**src/rtl/led_status_pkg.sv**
```systemverilog
`default_nettype none
// ============================================================================
//  Module   : led_status_pkg
//  Purpose  : Shared types and helpers for the multi-channel LED driver.
//  Revision : 1.0 - initial release
// ============================================================================
package led_status_pkg;

    typedef enum logic [1:0] {
        MODE_OFF   = 2'd0,
        MODE_ON    = 2'd1,
        MODE_BLINK = 2'd2,
        MODE_CODE  = 2'd3
    } mode_e;

    typedef enum logic [1:0] {
        C_ON  = 2'd0,
        C_OFF = 2'd1,
        C_GAP = 2'd2
    } code_state_e;

    // Prescaler divide ratio, never below 1.
    function automatic int calc_div(input int clk_hz, input int tick_hz);
        int d;
        d = (tick_hz > 0) ? (clk_hz / tick_hz) : 1;
        return (d < 1) ? 1 : d;
    endfunction

    function automatic int max_int(input int a, input int b);
        return (a > b) ? a : b;
    endfunction

    // Terminal count for a duration of n ticks (0 is treated as 1).
    function automatic int last_idx(input int n);
        return (n < 1) ? 0 : n - 1;
    endfunction

endpackage : led_status_pkg
`default_nettype wire

```
**src/rtl/led_channel.sv**
```systemverilog
`default_nettype none
// ============================================================================
//  Module   : led_channel
//  Purpose  : One LED channel: mode/arg registers, phase counter, CODE FSM.
//  Revision : 1.0 - initial release
// ============================================================================
module led_channel
    import led_status_pkg::*;
#(
    parameter int   ARG_W     = 12,
    parameter int   RST_HALF  = 500,
    parameter int   CODE_ON   = 200,
    parameter int   CODE_OFF  = 200,
    parameter int   CODE_GAP  = 1000,
    parameter logic RST_LEVEL = 1'b1
) (
    input  logic             clk,
    input  logic             rst,
    input  logic             i_tick,
    input  logic             i_restart,
    input  logic             i_wr_en,
    input  mode_e            i_wr_mode,
    input  logic [ARG_W-1:0] i_wr_arg,
    output logic             o_level
);

    localparam int c_CW = max_int(ARG_W,
                          $clog2(max_int(max_int(CODE_ON, CODE_OFF), CODE_GAP) + 1));
    localparam logic [c_CW-1:0] c_ON_LAST  = c_CW'(last_idx(CODE_ON));
    localparam logic [c_CW-1:0] c_OFF_LAST = c_CW'(last_idx(CODE_OFF));
    localparam logic [c_CW-1:0] c_GAP_LAST = c_CW'(last_idx(CODE_GAP));

    mode_e            r_mode;
    logic [ARG_W-1:0] r_arg;
    logic [c_CW-1:0]  r_cnt;
    logic [ARG_W-1:0] r_pulse;
    code_state_e      r_cstate;
    logic             r_level;

    mode_e            w_mode;
    logic [ARG_W-1:0] w_arg;
    logic [c_CW-1:0]  w_blink_last;
    logic [c_CW-1:0]  w_cnt_inc;

    // A restart without a write (SYNC) keeps the current mode and argument.
    assign w_mode       = i_wr_en ? i_wr_mode : r_mode;
    assign w_arg        = i_wr_en ? i_wr_arg  : r_arg;
    assign w_blink_last = (r_arg == '0) ? '0 : c_CW'(r_arg - 1'b1);
    assign w_cnt_inc    = r_cnt + 1'b1;

    always_ff @(posedge clk) begin
        if (rst) begin
            r_mode   <= MODE_BLINK;
            r_arg    <= ARG_W'(RST_HALF);
            r_cnt    <= '0;
            r_pulse  <= '0;
            r_cstate <= C_ON;
            r_level  <= RST_LEVEL;
        end else if (i_restart) begin
            r_mode   <= w_mode;
            r_arg    <= w_arg;
            r_cnt    <= '0;
            r_pulse  <= '0;
            r_cstate <= C_ON;
            case (w_mode)
                MODE_OFF:   r_level <= 1'b0;
                MODE_ON:    r_level <= 1'b1;
                MODE_BLINK: r_level <= i_wr_en ? 1'b1 : RST_LEVEL;
                MODE_CODE: begin
                    // A zero pulse count parks the FSM dark in the gap state.
                    if (w_arg == '0) begin
                        r_cstate <= C_GAP;
                        r_level  <= 1'b0;
                    end else begin
                        r_level  <= 1'b1;
                    end
                end
                default:    r_level <= 1'b0;
            endcase
        end else if (i_tick) begin
            case (r_mode)
                MODE_BLINK: begin
                    if (r_cnt == w_blink_last) begin
                        r_level <= ~r_level;
                        r_cnt   <= '0;
                    end else begin
                        r_cnt   <= w_cnt_inc;
                    end
                end
                MODE_CODE: begin
                    if (r_arg != '0) begin
                        case (r_cstate)
                            C_ON: begin
                                if (r_cnt == c_ON_LAST) begin
                                    r_cstate <= C_OFF;
                                    r_level  <= 1'b0;
                                    r_cnt    <= '0;
                                    r_pulse  <= r_pulse + 1'b1;
                                end else begin
                                    r_cnt    <= w_cnt_inc;
                                end
                            end
                            C_OFF: begin
                                if (r_cnt == c_OFF_LAST) begin
                                    r_cnt <= '0;
                                    if (r_pulse == r_arg) begin
                                        r_cstate <= C_GAP;
                                    end else begin
                                        r_cstate <= C_ON;
                                        r_level  <= 1'b1;
                                    end
                                end else begin
                                    r_cnt <= w_cnt_inc;
                                end
                            end
                            C_GAP: begin
                                if (r_cnt == c_GAP_LAST) begin
                                    r_cstate <= C_ON;
                                    r_level  <= 1'b1;
                                    r_cnt    <= '0;
                                    r_pulse  <= '0;
                                end else begin
                                    r_cnt    <= w_cnt_inc;
                                end
                            end
                            default: begin
                                r_cstate <= C_GAP;
                                r_level  <= 1'b0;
                                r_cnt    <= '0;
                            end
                        endcase
                    end
                end
                default: r_cnt <= '0;
            endcase
        end
    end

    assign o_level = r_level;

endmodule : led_channel
`default_nettype wire

```
**src/rtl/led_status_ctrl.sv**
```systemverilog
`default_nettype none
// ============================================================================
//  Module   : led_status_ctrl
//  Purpose  : Multi-channel LED indicator driver with shared tick prescaler.
//  Revision : 1.0 - initial release
// ============================================================================
module led_status_ctrl
    import led_status_pkg::*;
#(
    parameter int                  NUM_LEDS   = 2,
    parameter int                  CLK_HZ     = 78_000_000,
    parameter int                  TICK_HZ    = 1000,
    parameter int                  ARG_W      = 12,
    parameter int                  RST_HALF   = 500,
    parameter int                  CODE_ON    = 200,
    parameter int                  CODE_OFF   = 200,
    parameter int                  CODE_GAP   = 1000,
    parameter logic [NUM_LEDS-1:0] ACTIVE_LOW = {NUM_LEDS{1'b0}}
) (
    input  logic                CLKOS,
    input  logic                Reset,
    input  logic                SYNC,
    input  logic                cfg_valid,
    output logic                cfg_ready,
    input  logic [3:0]          cfg_chan,
    input  logic [1:0]          cfg_mode,
    input  logic [ARG_W-1:0]    cfg_arg,
    output logic                cfg_err,
    output logic                tick,
    output logic [NUM_LEDS-1:0] LED
);

    localparam int              c_DIV      = calc_div(CLK_HZ, TICK_HZ);
    localparam int              c_PW       = (c_DIV > 1) ? $clog2(c_DIV) : 1;
    localparam logic [c_PW-1:0] c_DIV_LAST = c_PW'(c_DIV - 1);

    logic [c_PW-1:0]     r_presc;
    logic                r_tick;
    logic                r_ready;
    logic                r_err;

    logic [c_PW-1:0]     w_presc_nxt;
    logic                w_accept;
    logic                w_chan_bad;
    logic [NUM_LEDS-1:0] w_wr_en;
    logic [NUM_LEDS-1:0] w_restart;
    logic [NUM_LEDS-1:0] w_level;

    assign w_presc_nxt = SYNC ? '0 :
                         (r_presc == c_DIV_LAST) ? '0 : r_presc + 1'b1;
    assign w_accept    = cfg_valid & r_ready;
    assign w_chan_bad  = ({1'b0, cfg_chan} >= 5'(NUM_LEDS));

    // tick is registered so it is high exactly while the count sits at DIV-1.
    always_ff @(posedge CLKOS) begin
        if (Reset) begin
            r_presc <= '0;
            r_tick  <= 1'b0;
            r_ready <= 1'b0;
            r_err   <= 1'b0;
        end else begin
            r_presc <= w_presc_nxt;
            r_tick  <= (w_presc_nxt == c_DIV_LAST);
            r_ready <= 1'b1;
            r_err   <= w_accept & w_chan_bad;
        end
    end

    generate
        for (genvar i = 0; i < NUM_LEDS; i++) begin : g_chan
            assign w_wr_en[i]   = w_accept & (cfg_chan == 4'(i));
            assign w_restart[i] = w_wr_en[i] | SYNC;

            led_channel #(
                .ARG_W     (ARG_W),
                .RST_HALF  (RST_HALF),
                .CODE_ON   (CODE_ON),
                .CODE_OFF  (CODE_OFF),
                .CODE_GAP  (CODE_GAP),
                .RST_LEVEL ((i % 2) == 0)
            ) u_chan (
                .clk       (CLKOS),
                .rst       (Reset),
                .i_tick    (r_tick),
                .i_restart (w_restart[i]),
                .i_wr_en   (w_wr_en[i]),
                .i_wr_mode (mode_e'(cfg_mode)),
                .i_wr_arg  (cfg_arg),
                .o_level   (w_level[i])
            );
        end
    endgenerate

    assign cfg_ready = r_ready;
    assign cfg_err   = r_err;
    assign tick      = r_tick;
    assign LED       = w_level ^ ACTIVE_LOW;

endmodule : led_status_ctrl
`default_nettype wire

```
**config.mk**
```make
export PLATFORM = sky130hd
export DESIGN_NAME = led_status_ctrl
export DESIGN_NICKNAME = d
export VERILOG_FILES = /design/src/rtl/led_status_pkg.sv /design/src/rtl/led_channel.sv /design/src/rtl/led_status_ctrl.sv
export SDC_FILE = /design/constraint.sdc
export NUM_CORES = 1
export LEC_CHECK = 0
export BUFFER_PORTS_ARGS = -buffer_cell sky130_fd_sc_hd__buf_2
export CAP_MARGIN = 5
export CELL_PAD_IN_SITES_DETAIL_PLACEMENT = 1
export CELL_PAD_IN_SITES_GLOBAL_PLACEMENT = 1
export CORE_ASPECT_RATIO = 1.1
export CORE_UTILIZATION = 48
export DETAILED_ROUTE_END_ITERATION = 6
export GPL_TIMING_DRIVEN = 0
export MAX_ROUTING_LAYER = met4
export PLACE_DENSITY = 0.91
export SYNTH_ARGS = -nofsm -noshare
export SYNTH_HDL_FRONTEND = slang
export SYNTH_SLANG_ARGS = --single-unit
```
**constraint.sdc**
```tcl
create_clock -name CLKOS -period 8.4 [get_ports CLKOS]
set_input_delay 0.84 -clock CLKOS [delete_from_list [all_inputs] [get_ports CLKOS]]
set_output_delay 0.84 -clock CLKOS [all_outputs]
set_load 0.02 [all_outputs]
```
# After elaboration in Yosys (flattened, before gate mapping)
# Index checks and enable logic that the tools add are counted.
totals:
  in_bits: 22
  word_cells: 189
  reg_bits: 102
op_classes:
  order_cmp: 1
  reduce_logical: 34
  n_eq_ne: 49
  n_bitwise: 8
  muxes: 74
  add_sub_neg: 7
ops:
  columns: ["op", "n"]
  rows:
  - ["12-bit 2-to-1 mux", 16]
  - ["12-bit case mux with 2 select lines", 6]
  - ["12-bit by 1-bit adder with 12-bit output, second input constant", 4]
  - ["12-bit == test", 4]
  - ["12-bit logical NOT", 4]
  - ["2-bit 2-to-1 mux", 22]
  - ["17-bit == test, second input constant", 2]
  - ["17-bit 2-to-1 mux", 2]
  - ["3-bit by 1-bit != test with 1-bit output, second input constant", 10]
  - ["12-bit by 10-bit == test with 1-bit output, second input constant", 2]
  - ["12-bit by 8-bit == test with 1-bit output, second input constant", 2]
  - ["4-bit by 2-bit != test with 1-bit output, second input constant", 6]
  - ["6-bit AND reduction", 4]
  - ["12-bit nonzero test", 2]
  - ["12-bit by 1-bit subtractor with 12-bit output, second input constant", 2]
  - ["2-bit == test, second input constant", 10]
  - ["1-bit 2-to-1 mux", 20]
  - ["17-bit by 1-bit adder with 17-bit output, second input constant", 1]
  - ["8-bit AND reduction", 2]
  - ["2-bit nonzero test", 8]
  - ["2-bit by 1-bit != test with 1-bit output, second input constant", 6]
  - ["2-bit case mux with 3 select lines", 2]
  - ["2-bit OR reduction", 5]
  - ["1-bit case mux with 3 select lines", 3]
  - ["13 further kinds", 28]

# Logic depth before layout (Yosys ltp)
depth:
  depth_word: 8
  depth_mapped: 13
  mapped_depth_nobuf: 10

# By module
# Synthesis repeated with hierarchy kept, for this count alone.
unflattened:
  cells_unflattened: 905
  hier_area_um2: 7033.0
by_module_without_submodules:
  columns: ["mod", "n_inst", "area_each_um2", "cells_per_inst"]
  rows:
  - ["led_channel at g_chan[0].u_chan", 1, 3054.2, 411]
  - ["led_channel at g_chan[1].u_chan", 1, 2901.5, 368]
  - ["led_status_ctrl", 1, 1077.3, 126]

# Least setup slack after synthesis
# No wires, ideal clock.
synth_timing:
  path_kind: "register to register"
  from: "register g_chan[0].u_chan.r_arg[0]"
  to: "register g_chan[0].u_chan.r_level"
  synth_period_minus_slack_ps: 3113
  stages_incl_launch_ff: 13
  required_time_ps: 8280
  arrival_time_ps: 2993
  path_slack_ps: 5287
  path_buffers: 2
  setup_ps: 120
  path_cell_list: "dfxtp_1 > buf_6 > inv_1 > ha_1 > or3b_2 > clkbuf_1 > o21ai_0 > a21oi_1 > a2111o_1 > a2111oi_2 > nand4_1 > mux2_1 > a211o_1"
synth_via:
  elab_chain_len: 5
  elab_cells_between_ends: 15
  classes_between: "add/sub (1); eq/ne (5); mux (5); reduce/logical (4)"
synth_rtl:
  columns: ["element", "line", "rtl"]
  rows:
  - ["start, declared", "led_channel.sv:34", "logic [ARG_W-1:0] r_arg;"]
  - ["start signal, assigned", "led_channel.sv:54", "r_arg <= ARG_W'(RST_HALF);"]
  - ["start signal, assigned", "led_channel.sv:61", "r_arg <= w_arg;"]
  - ["12-bit by 1-bit subtractor with 12-bit output, or another cell as far along", "led_channel.sv:48", "assign w_blink_last = (r_arg == '0) ? '0 : c_CW'(r_arg - 1'b1);"]
  - ["12-bit 2-to-1 mux / 12-bit logical NOT (equally long branches)", "led_channel.sv:48, led_channel.sv:71", null]
  - ["12-bit == test / 1-bit 2-to-1 mux (equally long branches)", "led_channel.sv:83, led_channel.sv:71", null]
  - ["3-bit by 1-bit != test with 1-bit output (no source line) / 1-bit case mux with 3 select lines (equally long branches)", null, null]
  - ["8-bit AND reduction (no source line) / 1-bit 2-to-1 mux (equally long branches)", null, null]
  - ["end signal, assigned", "led_channel.sv:68", "MODE_BLINK: r_level <= i_wr_en ? 1'b1 : RST_LEVEL;"]
  - ["end signal, assigned", "led_channel.sv:84", "r_level <= ~r_level;"]
  - ["end, declared", "led_channel.sv:38", "logic r_level;"]
# Parallel ways exist; a longest one is shown, timed or not.
# A chain may end at the register's enable or synchronous reset.

# Worst setup path after layout
layout_timing:
  from: "register g_chan[1].u_chan.r_arg[0]"
  to: "register g_chan[1].u_chan.r_pulse[11]"
layout_via:
  elab_chain_len: 2
layout_rtl:
  columns: ["element", "line", "rtl"]
  rows:
  - ["start, declared", "led_channel.sv:34", null]
  - ["start signal, assigned", "led_channel.sv:54", null]
  - ["start signal, assigned", "led_channel.sv:61", null]
  - ["12-bit nonzero test", "led_channel.sv:91", "if (r_arg != '0) begin"]
  - ["6-bit AND reduction (no source line)", null, null]
  - ["end signal, assigned", "led_channel.sv:98", "r_pulse <= r_pulse + 1'b1;"]
  - ["end, declared", "led_channel.sv:36", "logic [ARG_W-1:0] r_pulse;"]
# No other way between the ends.

==> flow_summary.json <==
{
  "maxCapViolCount": 0,
  "dieArea_um2": 14200,
  "synth_mux_area_share_pct": 1.25,
  "post-route-period-util_pct": 46.3,
  "path_class": "reg2reg",
  "fmax_mhz": 257,
  "synth_area_um2": 6590,
  "num_vias": 6630,
  "synth_ff_type": "dfxtp_1",
  "drive_above_1_share_pct": 8.28,
  "synthSimpleGateAreaFrac_pct": 33.0,
  "setup_viol": 0,
  "dieWidth_um": 114,
  "fp-row-count": 44,
  "whs_ns": 0.465,
  "syn_to_final_growth_pct": 10.5,
  "syn_area_per_cell_um2": 7.53,
  "synth_top_area_cell": "dfxtp_1",
  "drt_wl_total_mm": 19.8,
  "ys_types": 67,
  "slew_headroom_pct": 11.4,
  "skew_ns": 0.00742,
  "fin_area_um2": 7280,
  "required_ns": 8.63,
  "post_cts_buffers": 0,
  "worstSetupEndpointType": "flip-flop",
  "dp_hpwl_mm": 14.8,
  "yosysWarnings": 0,
  "critPathLaunch": "g_chan[1].u_chan.r_arg[0]",
  "p_leak_nw": 2.63,
  "r2r_end": "g_chan[1].u_chan.r_pulse[11]",
  "cp-start-kind": "flip-flop",
  "grt-ovfl-total": 0,
  "synth-edff-count": 0,
  "worstSkewPairLatency_ns": 0.37,
  "grt_pass1_vias": 6973,
  "worst_r2r_path_depth": 13,
  "synth_top_area_share_pct": 31.0,
  "synthArstFlopShare_pct": 0,
  "gp_congestion": 0.937,
  "regToRegSetupSlack_ns": 4.51,
  "remaining_drc_errors": 0,
  "ir_worst_vdd_uv": 85.0,
  "grt_max_degree": 19,
  "placed_area_um2": 6950,
  "ys_seq_area_share_pct": 31.0,
  "cts_tree": "done",
  "antenna_found_initial": 0,
  "final-max-slew-violation-count": 0,
  "power_density_nw_per_um2": 139,
  "nets": 952,
  "hold_buffers": 0,
  "syn_inst": 876,
  "drt-initial-drc-count": 252,
  "ioPinCount": 27,
  "dr.pass1.iters": 5,
  "synth-compound-area-share_pct": 16.3,
  "htreeDepth": 3,
  "via_per_inst": 6.02,
  "endpoint": "g_chan[1].u_chan.r_pulse[11]",
  "cts_buffer_depth": 2,
  "synthesis.nets": 915,
  "hold_class": "reg2reg",
  "cts_resized": 0,
  "synth_xor_area_share_pct": 9.64,
  "die_h_um": 125,
  "finalPower_mw": 1.01,
  "grt_pass1_wl_mm": 33.9,
  "ys_ff_latch": 102,
  "synth_top_family_by_area": "simple AND/OR/NAND/NOR gates",
  "pre_cts_ws_ns": 4.65,
  "cp_max_fo": 8,
  "synth.area.top_cells": "dfxtp_1, nand2_1, xor2_1, nand3_1, a21oi_1",
  "rsz0062_at_grt": "no",
  "timing.rr.start": "g_chan[1].u_chan.r_arg[0]",
  "yosysMostFrequentCell": "nand2_1",
  "cts.clk_slew.worst_paths_ns": 0.08,
  "cts-buffers-inserted": 9,
  "tightestPinTransition_ns": 1.31,
  "grt_usage_pct": 30.4,
  "antennaDiodeCount": 0,
  "postRouteAntennaNets": 0,
  "cts_root_buffer": "clkbuf_16",
  "timing.final.hold_violations": 0,
  "cts_sinks": 102,
  "finalCriticalPeriod_ns": 3.89,
  "core_um2": 13300,
  "port_buffers": 26,
  "wl_per_cell_um": 17.9,
  "nFillCells": 1723,
  "finalSetupTns_ns": 0,
  "status": "completed",
  "synth_adder_area_share_pct": 3.23,
  "crit_arrival_ns": 4.12,
  "setup_ws_ns": 4.51,
  "synth_common_cells": "nand2_1, dfxtp_1, nor2_1",
  "start_util_pct": 49.5
}
## power breakdown
part           total (mW)  internal [mW]  leakage (nW)  switching, mW
Combinational      0.0447         0.0147          1.65         0.0300
Sequential          0.488          0.486         0.823        0.00267
Clock               0.477          0.266         0.155          0.212
Total                1.01          0.766          2.63          0.244
## critical path: stages, from the launching register on
cell      delay, ns
dfxtp_1        0.30
clkbuf_1       0.21
inv_1          0.11
ha_1           0.23
nor4b_1        1.06
a31oi_1        0.29
and4_1         0.27
clkbuf_1       0.18
and2_1         0.23
and3_1         0.18
clkbuf_1       0.17
nand4_1        0.17
xor2_1         0.24
nor2_1         0.10
## kinds of logic (layout without fill, tap and decap cells)
logic type / Yosys count / count (layout)
AOI/OAI and AO/OA: 164 / 164
xor gates and xnor gates: 71 / 71
adders and majority gates: 17 / 17
buffers and inverters: 87 / 129
DFF: 102 / 102
muxes: 8 / 8
and+or+nand+nor: 427 / 427
## cells in the final DEF, fill, tap and decap left out, types with 4 or more instances in the layout
| cell type | instances |
|---|---|
| nor2_1 | 74 |
| o21a_1 | 4 |
| and2_1 | 6 |
| nor3_1 | 24 |
| nand3_1 | 62 |
| nand4_1 | 23 |
| xnor2_1 | 31 |
| xor2_1 | 39 |
| o211ai_1 | 9 |
| clkbuf_1 | 46 |
| o21ai_0 | 25 |
| a31oi_1 | 10 |
| inv_1 | 26 |
| nor2b_1 | 10 |
| nand2b_1 | 6 |
| clkbuf_16 | 9 |
| dfxtp_1 | 102 |
| or2_2 | 5 |
| a21oi_1 | 57 |
| a211oi_1 | 10 |
| nand3b_1 | 6 |
| buf_2 | 31 |
| a211o_1 | 7 |
| or3_1 | 25 |
| nand2_1 | 121 |
| or4_1 | 7 |
| o2111ai_1 | 4 |
| o31ai_1 | 4 |
| and3_1 | 16 |
| a21o_1 | 9 |
| nor3b_1 | 5 |
| nor4_1 | 15 |
| nor4b_1 | 6 |
| mux2i_1 | 6 |
| ha_1 | 17 |
## routing by layer
| metal | global-route usage, % | vias up | share of wire (%) |
|---|---|---|---|
| met3 | 4.87 | 61 | 2.5 |
| met4 | 13.0 | 0 | 3.5 |
| met1 | 33.9 | 3260 | 43 |
| li1 | - | 3191 | - |
| met5 | - | - | 0 |
| met2 | 53.1 | 118 | 51 |
## state kept, by name, summed over array words and instances (netlist names)
register	count
cfg_err	1
cfg_ready	1
g_chan.u_chan.o_level	2
g_chan.u_chan.r_arg	24
g_chan.u_chan.r_cnt	24
g_chan.u_chan.r_cstate	4
g_chan.u_chan.r_mode	4
g_chan.u_chan.r_pulse	24
r_presc	17
tick	1
## cell type report
class                   instances  area [um2]  share of cell area (%)
clock buffers                   9         225                    3.09
flip-flops and latches        102        2040                    28.0
clock inverters                 7         104                    1.43
inverters                      26        97.6                    1.34
well taps                     184         230                    3.16
multi-input cells             687        4180                    57.4
plain buffers                  61         272                    3.73
repair buffers                 26         130                    1.79
## how the worst min path moves through the flow
stage,start,to,slack (ns),cells past startpoint
2_1_floorplan,r_presc[0],r_presc[0],0.44,1
3_3_place_gp,r_presc[0],r_presc[0],0.45,1
3_5_place_dp,cfg_ready,cfg_err,0.47,2
4_1_cts,cfg_ready,cfg_err,0.48,2
5_1_grt,r_presc[0],r_presc[0],0.51,1
6_report,cfg_ready,cfg_err,0.46,2
## metrics by stage
stage               std cells  util (%)
floorplan                 876         -
global placement         1086      52.2
detailed placement       1086      52.2
CTS                      1102      54.7
global route             1102      54.7
finish                   1102      54.7
Note: power is estimated with default switching activity, not from simulation.
